**src/rtl/neuron_mac_q69.sv**
```systemverilog
// Q6.9 dot-product MAC feeding tanhPWL.
// Rounds and clamps the sum to [-8,+8) and emits x/x_valid/y_valid.
module neuron_mac_q69 #(
  parameter int VEC_LEN = 16,
  parameter int FRAC    = 9,
  parameter int ACC_W   = 40
) (
  input  logic        clk,
  input  logic        rst_n,
  input  logic        in_valid,
  output logic        in_ready,
  input  logic [15:0] in_a,
  input  logic [15:0] in_w,
  input  logic [15:0] bias,
  input  logic        clear,
  output logic [15:0] x,
  output logic        x_valid,
  output logic        sat,
  output logic        y_valid
);

  localparam int CNT_W = (VEC_LEN < 2) ? 1 : $clog2(VEC_LEN);
  localparam logic [CNT_W-1:0] LAST = CNT_W'(VEC_LEN - 1);

  localparam logic [1:0] S_IDLE  = 2'd0;
  localparam logic [1:0] S_ACC   = 2'd1;
  localparam logic [1:0] S_ROUND = 2'd2;

  localparam logic signed [ACC_W-1:0] RND_C = ACC_W'(1) << (FRAC - 1);
  localparam logic signed [ACC_W-1:0] X_MAX = ACC_W'(4095);
  localparam logic signed [ACC_W-1:0] X_MIN = ACC_W'(-4096);

  logic [1:0]              state, state_d;
  logic signed [ACC_W-1:0] acc, acc_d;
  logic [CNT_W-1:0]        cnt, cnt_d;

  logic signed [31:0]      prod;
  logic signed [ACC_W-1:0] prod_ext;
  logic signed [ACC_W-1:0] bias_ext;
  logic signed [ACC_W-1:0] acc_rnd;
  logic signed [ACC_W-1:0] r;
  logic [15:0]             x_d;
  logic                    sat_d;
  logic                    beat;

  assign in_ready = (state != S_ROUND);
  assign beat     = in_valid & in_ready;

  assign prod     = $signed(in_a) * $signed(in_w);
  assign prod_ext = ACC_W'(prod);
  assign bias_ext = ACC_W'($signed(bias)) <<< FRAC;

  // Round half up: add half an LSB, then arithmetic shift.
  assign acc_rnd  = acc + RND_C;
  assign r        = acc_rnd >>> FRAC;

  always_comb begin
    x_d   = r[15:0];
    sat_d = 1'b0;
    if (r > X_MAX) begin
      x_d   = 16'h0FFF;
      sat_d = 1'b1;
    end else if (r < X_MIN) begin
      x_d   = 16'hF000;
      sat_d = 1'b1;
    end
  end

  always_comb begin
    state_d = state;
    acc_d   = acc;
    cnt_d   = cnt;
    unique case (state)
      S_IDLE: begin
        if (clear) begin
          acc_d = '0;
          cnt_d = '0;
        end else if (beat) begin
          acc_d   = bias_ext + prod_ext;
          cnt_d   = CNT_W'(1);
          state_d = (VEC_LEN == 1) ? S_ROUND : S_ACC;
        end
      end
      S_ACC: begin
        if (clear) begin
          acc_d   = '0;
          cnt_d   = '0;
          state_d = S_IDLE;
        end else if (beat) begin
          acc_d = acc + prod_ext;
          cnt_d = cnt + CNT_W'(1);
          if (cnt == LAST) state_d = S_ROUND;
        end
      end
      S_ROUND: begin
        acc_d   = '0;
        cnt_d   = '0;
        state_d = S_IDLE;
      end
      default: begin
        acc_d   = '0;
        cnt_d   = '0;
        state_d = S_IDLE;
      end
    endcase
  end

  always_ff @(posedge clk or negedge rst_n) begin
    if (!rst_n) begin
      state <= S_IDLE;
      acc   <= '0;
      cnt   <= '0;
    end else begin
      state <= state_d;
      acc   <= acc_d;
      cnt   <= cnt_d;
    end
  end

  always_ff @(posedge clk or negedge rst_n) begin
    if (!rst_n) begin
      x       <= '0;
      sat     <= 1'b0;
      x_valid <= 1'b0;
      y_valid <= 1'b0;
    end else begin
      x_valid <= (state == S_ROUND);
      y_valid <= x_valid;
      if (state == S_ROUND) begin
        x   <= x_d;
        sat <= sat_d;
      end
    end
  end

endmodule

```
**config.mk**
```make
export PLATFORM = sky130hd
export DESIGN_NAME = neuron_mac_q69
export DESIGN_NICKNAME = d
export VERILOG_FILES = /design/src/rtl/neuron_mac_q69.sv
export SDC_FILE = /design/constraint.sdc
export NUM_CORES = 1
export LEC_CHECK = 0
export BUFFER_PORTS_ARGS = -buffer_cell sky130_fd_sc_hd__buf_4
export CAP_MARGIN = 10
export CORE_AREA = 10 10 188 146
export CTS_CLUSTER_DIAMETER = 100
export CTS_CLUSTER_SIZE = 20
export DETAILED_ROUTE_END_ITERATION = 6
export DIE_AREA = 0 0 198 156
export PLACE_DENSITY_LB_ADDON = 0.2
export SLEW_MARGIN = 10
export SYNTH_ARGS = -nofsm -noshare
export SYNTH_HDL_FRONTEND = slang
export SYNTH_SLANG_ARGS = --single-unit
```
**constraint.sdc**
```tcl
create_clock -name clk -period 7.8 [get_ports clk]
set_input_delay 0.39 -clock clk [delete_from_list [all_inputs] [get_ports clk]]
set_output_delay 0.39 -clock clk [all_outputs]
set_load 0.05 [all_outputs]
```
# Word level (Yosys, flattened, before mapping)
# Cells that the tools add are included.
[word_totals] reg_bits=65 inputBits=52 elab_cells=47
[classes] addsub=4 multipliers=1 magnitude_cmp=2 n_eq_ne=9 mux=20 bitwise_logic=1 reduce_logical=3
[op_table] operator="40-bit two-way mux" n=4
[op_table] operator="40-bit one-hot mux with 2 select lines" n=1
[op_table] operator="40-bit by 10-bit adder with 40-bit output, second input constant" n=1
[op_table] operator="40-bit by 32-bit adder with 40-bit output" n=1
[op_table] operator="25-bit by 32-bit adder with 33-bit output" n=1
[op_table] operator="16-bit by 16-bit multiplier with 32-bit output" n=1
[op_table] operator="16-bit two-way mux" n=2
[op_table] operator="31-bit by 13-bit > comparator with 1-bit output, second input constant" n=1
[op_table] operator="31-bit by 13-bit less-than comparator with 1-bit output, second input constant" n=1
[op_table] operator="4-bit two-way mux" n=4
[op_table] operator="2-bit two-way mux" n=5
[op_table] operator="3-bit != test, second input constant" n=3
[op_table] operator="4-bit one-hot mux with 2 select lines" n=1
[op_table] operator="2-bit != test, second input constant" n=3
[op_table] operator="4-bit by 1-bit adder with 4-bit output, second input constant" n=1
[op_table] operator="4-bit == test, second input constant" n=1
[op_table] operator="2-bit one-hot mux with 2 select lines" n=1
[op_table] operator="4-bit AND reduction" n=1
[op_table] operator="2-bit by 1-bit == test with 1-bit output, second input constant" n=1
[op_table] operator="2-bit == test, second input constant" n=1
[op_table] operator="2-bit logical NOT" n=1
[op_table] operator="1-bit two-way mux" n=2
[op_table] operator="2-bit AND reduction" n=1
[op_table] operator="1-bit AND" n=1

# Depth between registers and ports, before layout
# Gate-level depths: netlist of the first run.
[logic_depth] ltp_word=5 ltp_mapped=38 ltp_nobuf=36

# Least setup slack after synthesis of the first run
# OpenSTA, ideal clock, no wires.
[synth_timing] kind="in2reg" from="input in_a[15]" to="register acc[39]" setup_ns=0.126 arrival_ns=8.236 t_required_ns=7.674 path_slack_ns=-0.562 path_stages=32 path_cell_list="clkbuf_1 > nand2_1 > fa_1 > inv_1 > fa_1 > fa_1 > fa_1 > fa_1 > inv_1 > fa_1 > inv_1 > ha_1 > clkbuf_1 > nand3_1 > a21oi_1 > o31ai_1 > a21oi_1 > o21ai_0 > a21oi_1 > a31oi_1 > ha_1 > and3_1 > and3_1 > and2_1 > a21oi_1 > o21ai_0 > a31oi_1 > o21ai_0 > a21oi_1 > xnor2_1 > o22ai_1 > a221o_1"
[synth_via] elab_chain_cells=5 word_cells_on_any_way=8
[synth_rtl] item="start: declaration" line="12" rtl="input logic [15:0] in_a,"
[synth_rtl] item="16-bit by 16-bit multiplier with 32-bit output (*)" line="49" rtl="assign prod = $signed(in_a) * $signed(in_w);"
[synth_rtl] item="40-bit by 32-bit adder with 40-bit output or 25-bit by 32-bit adder with 33-bit output (tied branches)" line="90, 79"
[synth_rtl] item="40-bit two-way mux, on equally long branches" line="89, 78"
[synth_rtl] item="40-bit two-way mux, on equally long branches" line="85, 75"
[synth_rtl] item="40-bit one-hot mux with 2 select lines (*)" line="73" rtl="unique case (state)"
[synth_rtl] item="end signal: assignment" line="111" rtl="acc <= '0;"
[synth_rtl] item="end signal: assignment" line="115" rtl="acc <= acc_d;"
[synth_rtl] item="end: declaration" line="34" rtl="logic signed [ACC_W-1:0] acc, acc_d;"
# Every way passes the cells marked *; elsewhere a longest branch is shown, timed or not. The select of a mux whose other input is x is not followed.
# A chain may end at the register's enable or synchronous reset.

# Final worst setup path of the first run
[layout_timing] from="input in_a[8]" to="register acc[39]"
# The elaborated chain is that of the path after synthesis.

==> results of run 1 <==
-- critical path: cells and delay by family --
kind                       cells  cell delay [ns]
adders and majority gates      8             3.73
AOI/OAI and AO/OA             12             2.32
and+or+nand+nor                6             0.86
buffers and inverters          7             0.78
xor gates and xnor gates       2             0.32
-- stage by stage --
step           util, %  area (µm²)  std cells  TNS, ns
2_1_floorplan        -       16700       1887  -0.0572
3_3_place_gp      81.4       19300       2460    -3.58
3_5_place_dp      81.4       19300       2460    -6.69
4_1_cts           84.2       19900       2485  -0.0791
5_1_grt           87.6       20700       2509    -9.23
6_report          87.6       20700       2509    -3.14
-- timing repair --
item                       CTS  global route
setup buffers               10            25
gates cloned                 0             1
pin swaps                   83           101
resized for setup           87           128
setup endpoints to repair   11            21
-- worst max-delay path by stage --
stage	endpoint	cells past startpoint	from	slack (ns)
after floorplan	acc[39]$_DFFE_PN0P_	37	in_w[5]	-0.06
final	acc[39]$_DFFE_PN0P_	35	in_a[8]	-0.38
after global placement	acc[39]$_DFFE_PN0P_	35	in_w[6]	-0.49
after CTS	acc[39]$_DFFE_PN0P_	34	in_w[5]	-0.08
after global routing	acc[39]$_DFFE_PN0P_	35	in_a[8]	-0.75
after detailed placement	acc[39]$_DFFE_PN0P_	35	in_a[8]	-0.67
-- final cells by class --
class                           count  area, µm²
Timing Repair Buffer              365       2960
Clock inverter                      3       40.0
Multi-Input combinational cell   1411      14200
Tap cell                          306        383
Fill cell                        1119       2940
Sequential cell                    65       1630
Inverter                          347       1310
Clock buffer                       12        256
-- cells in the final DEF, fill, tap and decap left out, types with 45 or more instances in the layout --
master     n
a21oi_1   76
and2_1   109
buf_4    331
dfrtp_1   65
fa_1     247
ha_1     129
inv_1    323
nand2_1  163
nor2_1    85
o21ai_0   45
xnor2_1   70
-- routing by layer --
| metal | up-vias | part of all wire, % | GRT usage, % |
|---|---|---|---|
| li1 | 6725 | - | - |
| met1 | 7651 | 35 | 38.8 |
| met2 | 1194 | 48 | 51.6 |
| met3 | 413 | 9.6 | 4.48 |
| met4 | 0 | 7.1 | 12.2 |
| met5 | - | 0 | 0 |
-- registers in the layout, summed over array words and instances, names as in the netlist --
name and count:
y_valid 1, state 2, sat 1, x 16, x_valid 1, acc 40
cnt 4
-- cells by family (layout without fill, tap and decap cells) --
family	count (synthesis)	after routing	synth area share (%)
DFF	65	65	9.93
buffers and inverters	411	727	9.52
and+or+nand+nor	531	531	16.4
AOI/OAI and AO/OA	351	351	14.2
xor gates and xnor gates	107	107	5.72
adders and majority gates	411	411	43.5
muxes	11	11	0.680
==> out/metrics.csv, run 1 <==
stage,metric,value,unit
cts,"CTS clk-pin slew, worst paths",0.06,ns
status,status,"finished, violations left",
cts,CTS tree,built,
cts,Clock Sinks,65,
setup_path,CP peak stage delay,0.60,ns
setup_path,worst-path fanout max,9,
synth,Post-Syn Instances,1887,
synth,sequential element share of the synthesized area,9.93,%
grt,vias in the first global route,15700,
synth,yosys warns,0,
detailed_routing,total iterations of the first detailed-routing run,6,
synth,post-synth top area share,32.3,%
timing,Fin. Hold Viols,0,
setup_path,slack of the worst reg-to-reg path,4.07,ns
die,I/O pin count,72,
finish,layout cells sized above 1,26.1,%
synth,Post-synth top cells,"inv_1, fa_1, nand2_1",
status,failing checks,negative setup slack,
synth,number of flops mapped to enable cells by yosys,0,
cts,Skew-Pair Late Insertion Delay,0.34,ns
setup_path,CP max stage cell,fa_1,
timing,FMAX,122,MHz
detailed_routing,initial drt markers,1899,
place,dpl ws,-0.665,ns
die,# rows,49,
synth,"top cells by area, synth","fa_1, ha_1, dfrtp_1",
detailed_routing,Vias,16000,
detailed_routing,routed len/inst,21.9,µm
timing,clk_skew,0.0103,ns
synth,"Primary FF master, synth",dfrtp_1,
place,post-DP HPWL,36800,µm
setup_path,Crit. End Element,register,
detailed_routing,final WL,54900,µm
setup_path,Worst Path Arrival,8.40,ns
place,global placer's final weighted congestion,0.944,
setup_path,CP startpoint kind,input pin,
timing,crit share post-route,105,%
synth,Synth Area per Inst,8.68,µm²
grt,first-pass GRT wire length,76500,µm
cts,Num CTS Buffers,9,
die,die height,156,µm
synth,Synth Cell Area,16400,µm²
grt,largest net degree at the start of global routing,66,
finish,ant diodes,0,
timing,Hold Slack,0.172,ns
setup_path,WS Path Type,in2reg,
synth,Post-Syn Nets,2350,
cts,clock tree buffer depth,2,
synth,asr flop ratio synth,100,%
setup_path,RR Endpoint,x[2]$_DFFE_PN0P_,
detailed_routing,drt via density,6.37,
die,die area,30900,µm²
setup_path,Most common cell on crit path,fa_1,
grt,initial antenna violation count,0,
timing,relative slew slack,20.3,%
timing,max-slew violation count,0,
timing,actual slew at the worst max-slew pin,1.20,ns
flow_run,MaxCap Viol Count,0,
finish,fin nets,2662,
die,core area,23700,µm²
cts,root buf cell,clkbuf_16,
grt,grt total ovfl,0,
timing,fin worst setup slack,-0.383,ns
grt,total track usage,30.6,%
finish,area delta synth->final,26.6,%
detailed_routing,Post-DRT Antenna Nets,0,
die,die width,198,µm
synth,biggest area consumer among synthesized cells,fa_1,
synth,"count leader, synth",inv_1,
synth,Yosys cell types,76,
cts,CTS Hold Bufs,0,
setup_path,reg2reg path depth,9,
cts,H-tree depth,3,
place,input/output buffers,71,
hold_path,Hold Crit Class,in2async,
timing,setup violators final,17,
timing,Final min period,8.18,ns
synth,post-synthesis register bit count,65,
setup_path,R2R Path Start,acc[15]$_DFFE_PN0P_,
die,starting density of the core,69.2,%
detailed_routing,Post-route DRC,0,
timing,RSZ-0062 raised after global routing,true,
setup_path,worst path required time,8.02,ns
Power of run 1 is left out: the tool's default activity adds up to more than one toggle a clock period on the data nets, which glitch-free logic cannot reach.
==> inputs of run 2 (changes only) <==
Settings changed: MAX_ROUTING_LAYER set to met4.
==> run 2 against run 1 <==
Compared with the run above: via count decreased by 2.7%; critical path type unchanged; design area barely moved; utilization decreased by 0.069 points; wire length is 7.1% lower; the run still ends with negative setup slack left.
==> out/metrics.csv, run 2 (synthesized netlist as in run 1, its figures left out) <==
stage,metric,value,unit,change
flow_run,MaxCap Viol Count,0,,unchanged
setup_path,Crit. End Element,register,,
finish,Largest register FFs,40,,unchanged
timing,Hold Slack,0.154,ns,-0.0188 ns
setup_path,CP peak stage delay,0.55,ns,-0.05 ns
die,# rows,49,,unchanged
finish,largest registers,"acc x40, x x16, cnt x4",,
timing,clk_skew,0.00819,ns,-0.00211 ns
detailed_routing,total iterations of the first detailed-routing run,6,,unchanged
finish,Util after Layout,87.5,%,about the same
timing,crit share post-route,104,%,-0.51 points
detailed_routing,routed len/inst,20.2,µm,-7.5%
finish,fin nets,2672,,+0.38%
detailed_routing,Post-route DRC,0,,unchanged
grt,grt total ovfl,0,,unchanged
die,die width,198,µm,unchanged
cts,clock tree buffer depth,2,,unchanged
detailed_routing,Post-DRT Antenna Nets,0,,unchanged
finish,ant diodes,0,,unchanged
timing,Final min period,8.14,ns,-0.0396 ns
cts,H-tree depth,3,,unchanged
timing,fin worst setup slack,-0.343,ns,+0.0396 ns
setup_path,Most common cell on crit path,fa_1,,
cts,Num CTS Buffers,9,,unchanged
finish,layout cells sized above 1,25.9,%,-0.17 points
timing,RSZ-0062 raised after global routing,true,,
setup_path,CP startpoint kind,input pin,,
grt,vias in the first global route,15800,,+0.87%
die,core area,23700,µm²,unchanged
cts,root buf cell,clkbuf_16,,
timing,actual slew at the worst max-slew pin,1.10,ns,-0.0905 ns
die,die height,156,µm,unchanged
grt,largest net degree at the start of global routing,66,,unchanged
detailed_routing,Vias,15600,,-2.7%
setup_path,CP max stage cell,fa_1,,
cts,Clock Sinks,65,,unchanged
die,die area,30900,µm²,unchanged
hold_path,Hold Crit Class,in2async,,
setup_path,worst path required time,8.02,ns,about the same
place,post-DP HPWL,36300,µm,-1.4%
detailed_routing,drt via density,6.17,,-3.1%
place,global placer's final weighted congestion,0.959,,+1.5%
grt,first-pass GRT wire length,76500,µm,about the same
finish,Biggest register,acc,,
setup_path,worst-path fanout max,7,,-2
setup_path,WS Path Type,in2reg,,
grt,initial antenna violation count,0,,unchanged
detailed_routing,final WL,51000,µm,-7.1%
timing,setup violators final,12,,-5
grt,total track usage,31.2,%,+0.65 points
cts,CTS Hold Bufs,0,,unchanged
cts,Skew-Pair Late Insertion Delay,0.33,ns,about the same
timing,FMAX,123,MHz,+0.49%
setup_path,Worst Path Arrival,8.36,ns,-0.04 ns
timing,Fin. Hold Viols,0,,unchanged
cts,CTS tree,built,,
finish,area delta synth->final,26.5,%,about the same
die,I/O pin count,72,,unchanged
place,input/output buffers,71,,unchanged
finish,most frequent cells in the layout,"buf_4, inv_1, fa_1, nand2_1, ha_1",,
timing,relative slew slack,26.4,%,+6.0 points
detailed_routing,initial drt markers,1505,,-21%
timing,max-slew violation count,0,,unchanged
cts,"CTS clk-pin slew, worst paths",0.06,ns,about the same
finish,"commonest non-fill, non-tap cell in the layout",buf_4,,
die,starting density of the core,69.2,%,unchanged
status,status,"finished, violations left",,
place,dpl ws,-0.750,ns,-0.0845 ns
status,failing checks,negative setup slack,,
timing,setup_tns,-1.64,ns,+1.50 ns
[run 2: cell count changes in the layout (fill, tap and decap cells not counted), sizes merged]
cell and change:
buf +11, bufinv -1, inv +1
[run 2: final timing paths]
check                                   startpoint             endpoint  slack [ns]  cells after the start
worst max-delay path                       in_w[8]  acc[39]$_DFFE_PN0P_       -0.34                     36
worst min-delay path                         rst_n   cnt[0]$_DFFE_PN0P_        0.15                      1
worst max register to register  acc[0]$_DFFE_PN0P_  acc[36]$_DFFE_PN0P_        4.02                     15
worst min register to register   x_valid$_DFF_PN0_    y_valid$_DFF_PN0_        0.37                      0
max in group asynchronous                    rst_n   acc[9]$_DFFE_PN0P_        7.06                      1
min in group clk                 x_valid$_DFF_PN0_    y_valid$_DFF_PN0_        0.37                      0
[run 2: metal layers]
layer	global-route usage, %	share of wire, %	wire length, µm	up-vias
li1	-	-	-	6739
met3	4.83	8.1	4110	220
met4	10.7	4.1	2100	0
met1	38.0	37	19000	7655
met2	52.2	51	25800	938
met5	-	0	0	-
[run 2: worst max-delay path, delay by kind of cell]
kind | cells | cell delay [ns]
and+or+nand+nor | 3 | 0.25
adders and majority gates | 8 | 3.63
AOI/OAI and AO/OA | 17 | 3.20
xor gates and xnor gates | 2 | 0.40
buffers and inverters | 6 | 0.44
[run 2: layout make-up]
cell class | instances | area (µm²)
multi-input cells | 1411 | 14100
repair buffers | 375 | 3020
fillers | 1164 | 2950
flip-flops and latches | 65 | 1630
inverters | 347 | 1310
well taps | 306 | 383
clock buffers | 13 | 240
clock inverters | 3 | 17.5
[run 2: stage by stage]
step | cell area (µm²) | instances
floorplan | 16700 | 1887
global placement | 19300 | 2460
detailed placement | 19300 | 2460
CTS | 20000 | 2495
global route | 20700 | 2520
finish | 20700 | 2520
[run 2: what timing repair did]
action,CTS,global route
resized for setup,93,114
pin swaps,87,78
buffers inserted,18,27
setup endpoints to repair,13,19
gates cloned,1,0
Power of run 2 is left out for the same reason.
